## src/rtl/parallel_fitness_dispatcher_if.sv

```systemverilog
`default_nettype none
// ============================================================================
// Module      : parallel_fitness_dispatcher_if
// Description : Request, result and evaluator-lane buses of the fitness
//               dispatcher.
// Revision    : 1.0 - initial release
// ============================================================================
interface parallel_fitness_dispatcher_if #(
    parameter int IndividualWidth = 64,
    parameter int ErrorWidth      = 5,
    parameter int Lanes           = 4
);
    logic                               inValid;
    logic                               inReady;
    logic [IndividualWidth-1:0]         inIndividual;
    logic                               outValid;
    logic [IndividualWidth-1:0]         outIndividual;
    logic [ErrorWidth-1:0]              outError;
    logic [Lanes-1:0]                   laneStart;
    logic [Lanes*IndividualWidth-1:0]   laneIndividual;
    logic [Lanes-1:0]                   laneFinish;
    logic [Lanes*ErrorWidth-1:0]        laneError;

    modport slave (
        input  inValid, inIndividual, laneFinish, laneError,
        output inReady, outValid, outIndividual, outError, laneStart, laneIndividual
    );

    modport master (
        output inValid, inIndividual, laneFinish, laneError,
        input  inReady, outValid, outIndividual, outError, laneStart, laneIndividual
    );
endinterface
`default_nettype wire

```

## src/rtl/parallel_fitness_dispatcher.sv

```systemverilog
`default_nettype none
// ============================================================================
// Module      : parallel_fitness_dispatcher
// Description : Dispatches individuals to parallel fitness lanes and emits
//               results in acceptance order with best/generation tracking.
// Revision    : 1.0 - initial release
// ============================================================================
module parallel_fitness_dispatcher #(
    parameter int IndividualWidth = 64,
    parameter int ErrorWidth      = 5,
    parameter int Lanes           = 4,
    parameter int GenerationSize  = 16,
    parameter int GenerationWidth = 16
) (
    input  wire logic                          clk,
    input  wire logic                          rst,
    input  wire logic                          enable,
    input  wire logic [ErrorWidth-1:0]         targetError,
    parallel_fitness_dispatcher_if.slave       bus,
    output logic      [IndividualWidth-1:0]    bestIndividual,
    output logic      [ErrorWidth-1:0]         bestError,
    output logic      [GenerationWidth-1:0]    generation,
    output logic                               done,
    output logic                               busy
);
    localparam int IdxW = (Lanes > 1) ? $clog2(Lanes) : 1;
    localparam int CntW = $clog2(GenerationSize);

    typedef enum logic [1:0] {
        LANE_IDLE = 2'd0,
        LANE_RUN  = 2'd1,
        LANE_HELD = 2'd2
    } lane_state_e;

    lane_state_e                state_q [Lanes];
    lane_state_e                state_d [Lanes];
    logic [IndividualWidth-1:0] ind_q   [Lanes];
    logic [IndividualWidth-1:0] ind_d   [Lanes];
    logic [ErrorWidth-1:0]      err_q   [Lanes];
    logic [ErrorWidth-1:0]      err_d   [Lanes];
    logic [IdxW-1:0]            ord_q   [Lanes];
    logic [IdxW-1:0]            ord_d   [Lanes];

    logic [IdxW-1:0]            head_q, head_d, tail_q, tail_d;
    logic [IdxW:0]              cnt_q, cnt_d;
    logic [Lanes-1:0]           laneStart_q, laneStart_d;
    logic                       outValid_q, outValid_d;
    logic [IndividualWidth-1:0] outInd_q, outInd_d;
    logic [ErrorWidth-1:0]      outErr_q, outErr_d;
    logic [IndividualWidth-1:0] bestInd_q, bestInd_d;
    logic [ErrorWidth-1:0]      bestErr_q, bestErr_d;
    logic [GenerationWidth-1:0] gen_q, gen_d;
    logic [CntW-1:0]            emitCnt_q, emitCnt_d;
    logic                       done_q, done_d;

    logic                       anyIdle;
    logic [IdxW-1:0]            freeIdx;
    logic                       accept;
    logic [IdxW-1:0]            headLane;
    logic                       emit;
    logic [ErrorWidth-1:0]      headErr;

    always_comb begin
        anyIdle = 1'b0;
        freeIdx = '0;
        for (int i = Lanes - 1; i >= 0; i--) begin
            if (state_q[i] == LANE_IDLE) begin
                anyIdle = 1'b1;
                freeIdx = IdxW'(i);
            end
        end
    end

    assign bus.inReady = enable && !done_q && anyIdle;
    assign accept      = bus.inValid && bus.inReady;
    assign headLane    = ord_q[head_q];

    // A head lane finishing on this very edge is emitted directly, bypassing HELD.
    always_comb begin
        emit    = 1'b0;
        headErr = err_q[headLane];
        if (cnt_q != '0) begin
            if (state_q[headLane] == LANE_HELD) begin
                emit = 1'b1;
            end else if (state_q[headLane] == LANE_RUN && bus.laneFinish[headLane]) begin
                emit    = 1'b1;
                headErr = bus.laneError[int'(headLane)*ErrorWidth +: ErrorWidth];
            end
        end
    end

    always_comb begin
        state_d     = state_q;
        ind_d       = ind_q;
        err_d       = err_q;
        ord_d       = ord_q;
        head_d      = head_q;
        tail_d      = tail_q;
        cnt_d       = cnt_q;
        laneStart_d = '0;
        outValid_d  = 1'b0;
        outInd_d    = outInd_q;
        outErr_d    = outErr_q;
        bestInd_d   = bestInd_q;
        bestErr_d   = bestErr_q;
        gen_d       = gen_q;
        emitCnt_d   = emitCnt_q;
        done_d      = done_q;

        for (int i = 0; i < Lanes; i++) begin
            if (state_q[i] == LANE_RUN && bus.laneFinish[i]) begin
                state_d[i] = LANE_HELD;
                err_d[i]   = bus.laneError[i*ErrorWidth +: ErrorWidth];
            end
        end

        if (emit) begin
            state_d[headLane] = LANE_IDLE;
            outValid_d        = 1'b1;
            outInd_d          = ind_q[headLane];
            outErr_d          = headErr;
            head_d            = (head_q == IdxW'(Lanes - 1)) ? '0 : head_q + 1'b1;
            if (headErr < bestErr_q) begin
                bestErr_d = headErr;
                bestInd_d = ind_q[headLane];
            end
            emitCnt_d = emitCnt_q + 1'b1;
            if (emitCnt_q == {CntW{1'b1}} && gen_q != {GenerationWidth{1'b1}}) begin
                gen_d = gen_q + 1'b1;
            end
            if (headErr <= targetError) begin
                done_d = 1'b1;
            end
        end

        if (accept) begin
            state_d[freeIdx]     = LANE_RUN;
            ind_d[freeIdx]       = bus.inIndividual;
            laneStart_d[freeIdx] = 1'b1;
            ord_d[tail_q]        = freeIdx;
            tail_d               = (tail_q == IdxW'(Lanes - 1)) ? '0 : tail_q + 1'b1;
        end

        if (accept && !emit) begin
            cnt_d = cnt_q + 1'b1;
        end else if (!accept && emit) begin
            cnt_d = cnt_q - 1'b1;
        end
    end

    always_ff @(posedge clk or negedge rst) begin
        if (!rst) begin
            for (int i = 0; i < Lanes; i++) begin
                state_q[i] <= LANE_IDLE;
                ind_q[i]   <= '0;
                err_q[i]   <= '0;
                ord_q[i]   <= '0;
            end
            head_q      <= '0;
            tail_q      <= '0;
            cnt_q       <= '0;
            laneStart_q <= '0;
            outValid_q  <= 1'b0;
            outInd_q    <= '0;
            outErr_q    <= '0;
            bestInd_q   <= '0;
            bestErr_q   <= '1;
            gen_q       <= '0;
            emitCnt_q   <= '0;
            done_q      <= 1'b0;
        end else begin
            state_q     <= state_d;
            ind_q       <= ind_d;
            err_q       <= err_d;
            ord_q       <= ord_d;
            head_q      <= head_d;
            tail_q      <= tail_d;
            cnt_q       <= cnt_d;
            laneStart_q <= laneStart_d;
            outValid_q  <= outValid_d;
            outInd_q    <= outInd_d;
            outErr_q    <= outErr_d;
            bestInd_q   <= bestInd_d;
            bestErr_q   <= bestErr_d;
            gen_q       <= gen_d;
            emitCnt_q   <= emitCnt_d;
            done_q      <= done_d;
        end
    end

    for (genvar g = 0; g < Lanes; g++) begin : g_lane
        assign bus.laneIndividual[g*IndividualWidth +: IndividualWidth] = ind_q[g];
    end

    always_comb begin
        busy = 1'b0;
        for (int i = 0; i < Lanes; i++) begin
            if (state_q[i] != LANE_IDLE) begin
                busy = 1'b1;
            end
        end
    end

    assign bus.laneStart     = laneStart_q;
    assign bus.outValid      = outValid_q;
    assign bus.outIndividual = outInd_q;
    assign bus.outError      = outErr_q;
    assign bestIndividual    = bestInd_q;
    assign bestError         = bestErr_q;
    assign generation        = gen_q;
    assign done              = done_q;
endmodule
`default_nettype wire

```

## src/flat_wrapper.sv

```systemverilog
// flat-port wrapper written by rule: the top's interface ports become plain ports
module parallel_fitness_dispatcher_flat 
#(
    parameter int IndividualWidth = 64,
    parameter int ErrorWidth      = 5,
    parameter int Lanes           = 4,
    parameter int GenerationSize  = 16,
    parameter int GenerationWidth = 16
)
  (clk, rst, enable, targetError, bestIndividual, bestError, generation, done, busy, bus_inValid, bus_inIndividual, bus_laneFinish, bus_laneError, bus_inReady, bus_outValid, bus_outIndividual, bus_outError, bus_laneStart, bus_laneIndividual);
  parallel_fitness_dispatcher_if #(.IndividualWidth(IndividualWidth), .ErrorWidth(ErrorWidth), .Lanes(Lanes)) bus_i ();
  input  wire logic clk;
  input  wire logic rst;
  input  wire logic enable;
  input  wire logic [ErrorWidth-1:0] targetError;
  output logic      [IndividualWidth-1:0] bestIndividual;
  output logic      [ErrorWidth-1:0] bestError;
  output logic      [GenerationWidth-1:0] generation;
  output logic done;
  output logic busy;
  input wire logic [$bits(bus_i.inValid)-1:0] bus_inValid;
  input wire logic [$bits(bus_i.inIndividual)-1:0] bus_inIndividual;
  input wire logic [$bits(bus_i.laneFinish)-1:0] bus_laneFinish;
  input wire logic [$bits(bus_i.laneError)-1:0] bus_laneError;
  output wire logic [$bits(bus_i.inReady)-1:0] bus_inReady;
  output wire logic [$bits(bus_i.outValid)-1:0] bus_outValid;
  output wire logic [$bits(bus_i.outIndividual)-1:0] bus_outIndividual;
  output wire logic [$bits(bus_i.outError)-1:0] bus_outError;
  output wire logic [$bits(bus_i.laneStart)-1:0] bus_laneStart;
  output wire logic [$bits(bus_i.laneIndividual)-1:0] bus_laneIndividual;
  assign bus_i.inValid = bus_inValid;
  assign bus_i.inIndividual = bus_inIndividual;
  assign bus_i.laneFinish = bus_laneFinish;
  assign bus_i.laneError = bus_laneError;
  assign bus_inReady = bus_i.inReady;
  assign bus_outValid = bus_i.outValid;
  assign bus_outIndividual = bus_i.outIndividual;
  assign bus_outError = bus_i.outError;
  assign bus_laneStart = bus_i.laneStart;
  assign bus_laneIndividual = bus_i.laneIndividual;
  parallel_fitness_dispatcher #(.IndividualWidth(IndividualWidth), .ErrorWidth(ErrorWidth), .Lanes(Lanes), .GenerationSize(GenerationSize), .GenerationWidth(GenerationWidth)) u_core (.clk(clk), .rst(rst), .enable(enable), .targetError(targetError), .bus(bus_i), .bestIndividual(bestIndividual), .bestError(bestError), .generation(generation), .done(done), .busy(busy));
endmodule
```

## config.mk

```make
export PLATFORM = sky130hd
export DESIGN_NAME = parallel_fitness_dispatcher_flat
export DESIGN_NICKNAME = d
export VERILOG_FILES = /design/src/rtl/parallel_fitness_dispatcher_if.sv /design/src/rtl/parallel_fitness_dispatcher.sv /design/src/flat_wrapper.sv
export SDC_FILE = /design/constraint.sdc
export NUM_CORES = 1
export LEC_CHECK = 0
export CORE_ASPECT_RATIO = 1.2
export CORE_MARGIN = 10
export CORE_UTILIZATION = 53
export CTS_CLUSTER_DIAMETER = 200
export DETAILED_ROUTE_END_ITERATION = 7
export GPL_ROUTABILITY_DRIVEN = 0
export GPL_TIMING_DRIVEN = 0
export PLACE_DENSITY_LB_ADDON = 0.05
export SLEW_MARGIN = 5
export SYNTH_ARGS = -nofsm -noshare
export SYNTH_HDL_FRONTEND = slang
export SYNTH_SLANG_ARGS = --single-unit
```

## constraint.sdc

```tcl
create_clock -name clk -period 12.89 [get_ports clk]
set_input_delay 2.578 -clock clk [delete_from_list [all_inputs] [get_ports clk]]
set_output_delay 2.578 -clock clk [all_outputs]
set_load 0.005 [all_outputs]
```

Word-level counts from Yosys, hierarchy flattened
Index checks and enable logic that the tools add are counted.

cells by class
  add/subtract/negate cells = 6
  reductions and logical operators = 31
  order comparisons = 12
  eq/ne operators = 10
  multiplexer cells = 56
  shift operators = 1
  multipliers = 1
  bitwise logic cells = 9

operators by type and width
  kind                   count
  $bwmux 256             1
  $mux 64                3
  $bmux 64 s2            1
  $demux 64 s2           1
  $mux 2                 17
  $shiftx 20x32->5       1
  $mux 5                 5
  $add 16x1->16 const B  1
  $mux 8                 2
  $ne 16x16->1 const B   1
  $logic_and 1x1->1      15
  $mux 1                 14
  $demux 2 s2            3
  $ge 3x3->1 const B     4
  $not 2->3              4
  $bmux 5 s2             1
  $eq 2x1->1 const B     5
  $reduce_bool 2->1      5
  $lt 3x1->1 const B     3
  $and 8x8->8            1
  $bmux 2 s2             2
  $bwmux 8               1
  $logic_not 2->1        4
  $not 8->8              1
  21 further kinds       30

storage, ports and cells
  flip-flop bits (word level) = 463

Depth between registers and ports, before layout
Gate-level depths: netlist of the first run.

  depth in word-level cells = 16
  depth in mapped cells = 15

Least setup slack after synthesis of the first run
OpenSTA, ideal clock, no wires.

  path type = input to register
  from = input port bus_laneFinish[1]
  to = register u_core.bestInd_q[46] (netlist: u_core.bestIndividual[46])
  data required time = 12.765 ns
  slack = 7.265 ns
  data arrival time = 5.500 ns
  path buffers = 3
  stages = 13
  cell sequence = mux2i_1 mux2_2 or4b_1 buf_4 mux2_2 ha_1 a21o_1 a21o_1 a221oi_2 o31a_4 buf_6 buf_8 mux2_4

on the way
  cells in the longest elaborated chain, start to end = 8
  elaborated cells on any way between the ends = 11
  classes of those cells = 1 x order compare; 8 x mux; 2 x reduce/logical

RTL lines
  element                            RTL line                            source
  start, declared                    flat_wrapper.sv:23                  input wire logic [$bits(bus_i.laneFinish)-1:0] bus_laneFinish;
  $bmux 1 s2                         parallel_fitness_dispatcher.sv:85   end else if (state_q[headLane] == LANE_RUN && bus.laneFinish[headLane]) begin
  $mux 1 (not written as such)       parallel_fitness_dispatcher.sv:85
  $logic_and 1x1->1                  parallel_fitness_dispatcher.sv:85
  $mux 5                             parallel_fitness_dispatcher.sv:85
  $mux 5                             parallel_fitness_dispatcher.sv:83   if (state_q[headLane] == LANE_HELD) begin
  $mux 5                             parallel_fitness_dispatcher.sv:82   if (cnt_q != '0) begin
  net u_core.headErr[2]              parallel_fitness_dispatcher.sv:61   logic [ErrorWidth-1:0] headErr;
  $lt 5x5->1                         parallel_fitness_dispatcher.sv:123  if (headErr < bestErr_q) begin
  $reduce_and 2->1 (no source line)  --
  end signal, assigned               parallel_fitness_dispatcher.sv:183  bestInd_q <= bestInd_d;
  end, declared                      parallel_fitness_dispatcher.sv:50   logic [IndividualWidth-1:0] bestInd_q, bestInd_d;

The timed path passes the listed nets, and every way through them passes these cells. The select of a mux whose other input is x is not followed.
A chain may end at the register's enable or synchronous reset.

Worst setup path after layout of the first run
  from = input port enable
  to = output port bus_inReady

on the way
  cells in the longest elaborated chain, start to end = 2

RTL lines
  element                          RTL line                           source
  start, declared                  flat_wrapper.sv:14                 input wire logic enable;
  $logic_and 1x1->1 (2 in series)  parallel_fitness_dispatcher.sv:74  assign bus.inReady = enable && !done_q && anyIdle;
  end, declared                    flat_wrapper.sv:25                 output wire logic [$bits(bus_i.inReady)-1:0] bus_inReady;

No other way between the ends.

==> impl_metrics.env, run 1 <==
export IMPL_run_status="finished clean"
export IMPL_cts_resized=0
export IMPL_clk_latency_ns=0.57
export IMPL_die_w_um=196
export IMPL_cp_start_kind="primary input"
export IMPL_path_max_fanout=2
export IMPL_grt_pass1_vias=14091
export IMPL_drtPass1Iterations=4
export IMPL_finalClockSkew_ns=0.0214
export IMPL_worst_pin_slew_ns=1.03
export IMPL_layout_min_cycle_time_ns=6.35
export IMPL_hold_path_class="register to register"
export IMPL_ctsHoldBuffers=0
export IMPL_yosysWarningCount=0
export IMPL_path_cells="clkdlybuf4s50_1 > nor3b_1 > clkdlybuf4s50_1"
export IMPL_clock_fmax_mhz=158
export IMPL_drive_above_1_share=0.338
export IMPL_grt_ovfl_total=0
export IMPL_numCtsBuffers=48
export IMPL_peakVddDrop_mv=0.122
export IMPL_cp_common_cell="clkdlybuf4s50_1"
export IMPL_clk_pin_slew_ns=0.06
export IMPL_synth_cells=1199
export IMPL_grt_setup_unrepaired="no"
export IMPL_slew_violations=0
export IMPL_initial_core_util=0.535
export IMPL_drtAntennaViolNets=0
export IMPL_setup_viol=0
export IMPL_synth_seq_area_share=0.589
export IMPL_fin_nets=1882
export IMPL_coreArea_um2=36800
export IMPL_root_buffer="clkbuf_16"
export IMPL_cp_end_kind="primary output"
export IMPL_syn_nets=1314
export IMPL_criticalPathCategory="primary input to primary output"
export IMPL_p_per_area_nw_per_um2=164
export IMPL_synthDistinctLibCells=43
export IMPL_drv_cap=0
export IMPL_finalHoldViolations=0
export IMPL_antenna_found_initial=2
export IMPL_grtUsageTotal=0.267
export IMPL_fin_util=0.735
export IMPL_drc_errors=0
export IMPL_tritoncts="yes"
export IMPL_p_sw_frac=0.277
export IMPL_grt_pass1_wl_um=92400
export IMPL_leakagePower_uw=0.0120
export IMPL_io_pins=515
export IMPL_pwr_share_clk=0.303
export IMPL_crit_path_top_delay_cell="clkdlybuf4s50_1"
export IMPL_crit_arrival_ns=3.77
export IMPL_wl_um=61300
export IMPL_required_ns=10.31
export IMPL_grt_max_degree=111
export IMPL_cpPeakStageDelay_ns=0.54
export IMPL_switching_power_uw=1230
export IMPL_sequentialPowerShare=0.418
export IMPL_postPlaceCellArea_um2=25500
export IMPL_viasPerCell=5.62
export IMPL_slew_headroom=0.313
export IMPL_finalInstanceArea_um2=27100
export IMPL_rows=77
export IMPL_wl_per_cell_um=26.9
export IMPL_die_area_um2=45300
export IMPL_post_dp_hpwl_um=45500
export IMPL_initialDrtViolationCount=637
export IMPL_clock_sinks=463
export IMPL_postCtsSetupBuffers=0
export IMPL_vias=12801
export IMPL_num_fill_cells=2465
export IMPL_syn_to_final_growth_pct=37.4
export IMPL_fin_crit_sh=0.492
export IMPL_clockBufferDepth=3
export IMPL_p_comb_frac=0.278
export IMPL_synth_area_um2=19700
export IMPL_io_buffers=514
export IMPL_ys_ff_latch=463
export IMPL_p_int_uw=3210
export IMPL_htreeDepth=2
export IMPL_syn_avg_cell_area_um2=16.4
export IMPL_dieHeight_um=231
==> flip-flops by register name, summed over array words and instances, names as in the netlist, 3 cells and up <==
signal / flops
u_core.bestError: 5
u_core.bestIndividual: 64
u_core.bus.laneIndividual: 256
u_core.bus.laneStart: 4
u_core.bus.outError: 5
u_core.bus.outIndividual: 64
u_core.cnt_q: 3
u_core.emitCnt_q: 4
u_core.err_q: 20
u_core.generation: 16
u_core.ord_q: 8
u_core.state_q: 8
==> worst max-delay path, delay by kind of cell <==
kind,cells,cell delay [ns]
buf+inv,2,1.01
simple gates,1,0.18
==> cells in the final DEF, fill, tap and decap left out, types with 6 or more instances in the layout <==
cell type / count
a21o_1: 6
a21oi_1: 10
buf_2: 6
clkbuf_1: 58
clkbuf_16: 49
clkbuf_8: 8
clkdlybuf4s50_1: 513
clkinv_2: 9
dfrtp_1: 458
ha_1: 17
inv_1: 13
mux2_2: 412
mux2_4: 20
mux2i_1: 9
mux4_2: 76
nand2_1: 12
nand3_1: 11
nand4_1: 7
nor2_1: 11
o21ai_0: 6
xnor2_1: 17
==> through the flow <==
step | total power (µW) | setup TNS [ns] | worst slack [ns] | instances | hold slack (ns)
finish | 4450 | 0 | 6.54 | 2276 | 0.462
CTS | 4490 | 0 | 6.53 | 2275 | 0.461
global placement | 3100 | -5001.72 | -10.92 | 2187 | 0.448
floorplan | 2450 | 0 | 7.26 | 1199 | 0.434
detailed placement | 3130 | 0 | 6.31 | 2191 | 0.451
global route | 4650 | 0 | 6.40 | 2276 | 0.504
==> layout make-up <==
type	count	area, µm²	area share
diodes	1	2.50	0.0000925
clock buffers	71	1390	0.0513
inverters	15	56.3	0.00208
plain buffers	64	304	0.0112
well taps	474	593	0.0219
multi-input cells	657	7740	0.286
flip-flops and latches	463	11600	0.428
repair buffers	518	5260	0.194
clock inverters	13	123	0.00453
==> routing by layer <==
layer | GRT usage | vias up | routed length [µm]
met5 | 0 | - | 13
met1 | 0.305 | 6730 | 22200
met2 | 0.457 | 417 | 31600
met4 | 0.0827 | 2 | 1850
li1 | - | 5567 | -
met3 | 0.101 | 85 | 5570
==> power groups by stage <==
stage | combinational [µW] | sequential (µW) | clock, µW
2_1_floorplan | 589 | 1860 | 0
3_3_place_gp | 1220 | 1880 | 0
3_5_place_dp | 1250 | 1880 | 0
4_1_cts | 1260 | 1860 | 1370
5_1_grt | 1320 | 1890 | 1430
6_report | 1240 | 1860 | 1350
==> cells by family (layout without fill, tap and decap cells) <==
kind of cell    Yosys count  count (layout)  synth area share
mux                     517             517             0.342
flops                   463             463             0.589
buf+inv                  79             681            0.0183
simple gates             69              69            0.0189
compound gates           32              32            0.0108
xor+xnor                 21              21           0.00934
fa+ha+maj                18              18            0.0118
other cells               0               1                 0
==> path summary, 6_finish.rpt <==
kind / from / to / slack (ns) / cells past startpoint
min in group asynchronous: rst / u_core.generation[12] / 1.99 / 1
min: u_core.cnt_q[2] / u_core.cnt_q[2] / 0.46 / 1
max in group asynchronous: rst / u_core.bus.laneIndividual[40] / 9.12 / 4
max reg2reg: u_core.head_q[0] / u_core.bestIndividual[59] / 8.08 / 14
max: enable / bus_inReady / 6.54 / 3
min reg2reg: u_core.cnt_q[2] / u_core.cnt_q[2] / 0.46 / 1
==> Yosys cell counts (all sizes together) <==
master  instances  share of area
dfrtp         458           0.58
mux2          432           0.25
mux4           76          0.087
clkbuf         44         0.0084
buf            20         0.0071
ha             17          0.011
xnor2          17         0.0076
inv            14         0.0027
nand2          12         0.0023
nand3          11         0.0028
nor2           11         0.0021
a21oi          10         0.0025
mux2i           9         0.0046
nand4           7         0.0022
a21o            6         0.0023
o21ai           6         0.0015
a31oi           5         0.0016
dfstp           5         0.0067
nand3b          5         0.0019
nor3            5         0.0013
and3            4         0.0013
xor2            4         0.0018
and4            2        0.00089
nand2b          2        0.00064
nor2b           2        0.00064
nor3b           2        0.00076
or2             2        0.00064
or3             2        0.00064
a221oi          1        0.00076
a31o            1        0.00044
clkinv          1        0.00019
fa              1         0.0010
nor4            1        0.00032
o21a            1        0.00038
o21bai          1        0.00038
o31a            1        0.00089
or4b            1        0.00051
No activity file was read; power rests on OpenSTA's default activity.
==> run 2, diff against run 1 <==
--- a/config.mk
+++ b/config.mk
@@ -7,7 +7,7 @@
 export LEC_CHECK = 0
 export CORE_ASPECT_RATIO = 1.2
 export CORE_MARGIN = 10
-export CORE_UTILIZATION = 53
+export CORE_UTILIZATION = 49
 export CTS_CLUSTER_DIAMETER = 200
 export DETAILED_ROUTE_END_ITERATION = 7
 export GPL_ROUTABILITY_DRIVEN = 0
==> constraint.sdc (replaced) <==
create_clock -name clk -period 6.1 [get_ports clk]
set_input_delay 1.22 -clock clk [delete_from_list [all_inputs] [get_ports clk]]
set_output_delay 1.22 -clock clk [all_outputs]
set_load 0.005 [all_outputs]
==> impl_metrics.env, run 2 (same netlist as run 1, synthesis figures left out) <==
export IMPL_crit_arrival_ns=5.24
export IMPL_initialDrtViolationCount=563
export IMPL_finalClockSkew_ns=0.0170
export IMPL_clockBufferDepth=3
export IMPL_fin_crit_sh=0.787
export IMPL_setup_ws_ns=1.30
export IMPL_cp_end_kind="register"
export IMPL_cts_resized=0
export IMPL_slew_violations=0
export IMPL_slew_headroom=0.272
export IMPL_pre_cts_slack_ns=0.839
export IMPL_crit_family="multiplexers"
export IMPL_syn_to_final_growth_pct=38.2
export IMPL_drc_errors=0
export IMPL_fin_nets=1881
export IMPL_reg2reg_to="u_core.bestIndividual[48]"
export IMPL_htreeDepth=2
export IMPL_drive_above_1_share=0.340
export IMPL_worst_pin_slew_ns=1.09
export IMPL_clock_fmax_mhz=208
export IMPL_cpPeakStageDelay_ns=0.64
export IMPL_cp_start_kind="register"
export IMPL_holdPathEnd="u_core.cnt_q[2]"
export IMPL_required_ns=6.54
export IMPL_coreArea_um2=39700
export IMPL_rows=80
export IMPL_drtAntennaViolNets=0
export IMPL_io_pins=515
export IMPL_numCtsBuffers=47
export IMPL_finalInstanceArea_um2=27200
export IMPL_grt_setup_unrepaired="no"
export IMPL_r2r_worst_path_cells=14
export IMPL_finalHoldViolations=0
export IMPL_dieHeight_um=240
export IMPL_clk_pin_slew_ns=0.06
export IMPL_largest_register_ffs=256
export IMPL_holdPathStages=1
export IMPL_reg2reg_from="u_core.head_q[0]"
export IMPL_drtPass1Iterations=4
export IMPL_grtUsageTotal=0.253
export IMPL_post_dp_hpwl_um=46100
export IMPL_path_buf_inv=4
export IMPL_crit_path_top_delay_cell="mux4_2"
export IMPL_path_max_fanout=10
export IMPL_clock_sinks=463
export IMPL_layout_common_cells="clkdlybuf4s50_1, dfrtp_1, mux2_2, mux4_2, clkbuf_1"
export IMPL_final_common_cell="clkdlybuf4s50_1"
export IMPL_antenna_found_initial=7
export IMPL_grt_max_degree=117
export IMPL_postPlaceCellArea_um2=25600
export IMPL_root_buffer="clkbuf_16"
export IMPL_die_area_um2=48600
export IMPL_io_buffers=514
export IMPL_wl_per_cell_um=26.6
export IMPL_layout_min_cycle_time_ns=4.80
export IMPL_criticalPathCategory="register to register"
export IMPL_tritoncts="yes"
export IMPL_postCtsSetupBuffers=0
export IMPL_leakagePower_uw=0.0120
export IMPL_drv_cap=0
export IMPL_peakVddDrop_mv=0.263
export IMPL_initial_core_util=0.496
export IMPL_viasPerCell=5.45
export IMPL_setup_viol=0
export IMPL_grt_pass1_wl_um=92800
export IMPL_wl_um=62100
export IMPL_grt_ovfl_total=0
export IMPL_min_from="u_core.cnt_q[2]"
export IMPL_vias=12729
export IMPL_ctsHoldBuffers=0
export IMPL_r2r_slack_ns=1.30
export IMPL_p_per_area_nw_per_um2=350
export IMPL_hold_path_class="register to register"
export IMPL_die_w_um=203
export IMPL_path_cells="mux4_2 > inv_2 > mux2_2 > or4b_1 > buf_4 > mux2_2 > ha_1 > a21o_1 > a21o_1 > a221oi_2 > o31a_4 > buf_6 > buf_8 > mux2_4"
export IMPL_run_status="finished clean"
export IMPL_grt_pass1_vias=14201
export IMPL_clk_latency_ns=0.56
-- run 2: cell types whose count changed in the layout (fill, tap and decap cells not counted) --
cell and change:
clkbuf_8 +2, diode_2 +3, clkbuf_16 -2, bufinv_16 +4, clkbuf_1 -4, inv_6 -1
-- run 2: worst max path at each step --
stage	slack, ns	cells past startpoint	end	start
6_report	1.30	14	u_core.bestIndividual[48]	u_core.head_q[0]
5_1_grt	1.12	13	u_core.bestIndividual[51]	u_core.head_q[0]
4_1_cts	1.29	13	u_core.bestIndividual[51]	u_core.head_q[0]
3_5_place_dp	0.84	14	u_core.bestIndividual[48]	bus_laneFinish[2]
3_3_place_gp	-16.56	1	u_core.bus.laneIndividual[165]	rst
2_1_floorplan	1.80	15	u_core.bestIndividual[46]	u_core.head_q[0]
-- run 2: per-stage QoR --
step / util / std cells / setup TNS (ns) / total power, µW / hold slack [ns]
floorplan: - / 1199 / 0 / 5180 / 0.434
global placement: 0.642 / 2246 / -7602.78 / 6570 / 0.454
detailed placement: 0.645 / 2250 / 0 / 6630 / 0.457
CTS: 0.685 / 2333 / 0 / 9640 / 0.466
global route: 0.685 / 2336 / 0 / 9960 / 0.502
finish: 0.685 / 2337 / 0 / 9540 / 0.460
-- run 2: cell type report --
| type | instances | area, µm² |
|---|---|---|
| plain buffers | 64 | 304 |
| clock buffers | 67 | 1350 |
| well taps | 533 | 667 |
| flip-flops and latches | 463 | 11600 |
| diodes | 4 | 10.0 |
| clock inverters | 16 | 234 |
| repair buffers | 518 | 5260 |
| fillers | 2902 | 12500 |
| inverters | 15 | 56.3 |
| multi-input cells | 657 | 7740 |
-- run 2: power breakdown --
part | internal [µW] | switching (µW)
Clock | 1790 | 1200
Combinational | 1550 | 1080
Sequential | 3590 | 327
Total | 6930 | 2610
-- run 2: worst reg2reg max path: stages (launching register included) --
cell      delay (ns)
dfrtp_1         0.49
mux4_2          0.64
inv_2           0.14
mux2_2          0.35
or4b_1          0.49
buf_4           0.20
mux2_2          0.35
ha_1            0.31
a21o_1          0.16
a21o_1          0.19
a221oi_2        0.34
o31a_4          0.29
buf_6           0.21
buf_8           0.21
mux2_4          0.32
-- run 2: routing by layer --
layer | part of all wire | wire (µm) | track usage
met5 | 0.00076 | 47 | 0
met4 | 0.035 | 2150 | 0.0973
met3 | 0.094 | 5850 | 0.0980
met2 | 0.50 | 31000 | 0.424
met1 | 0.37 | 23000 | 0.288
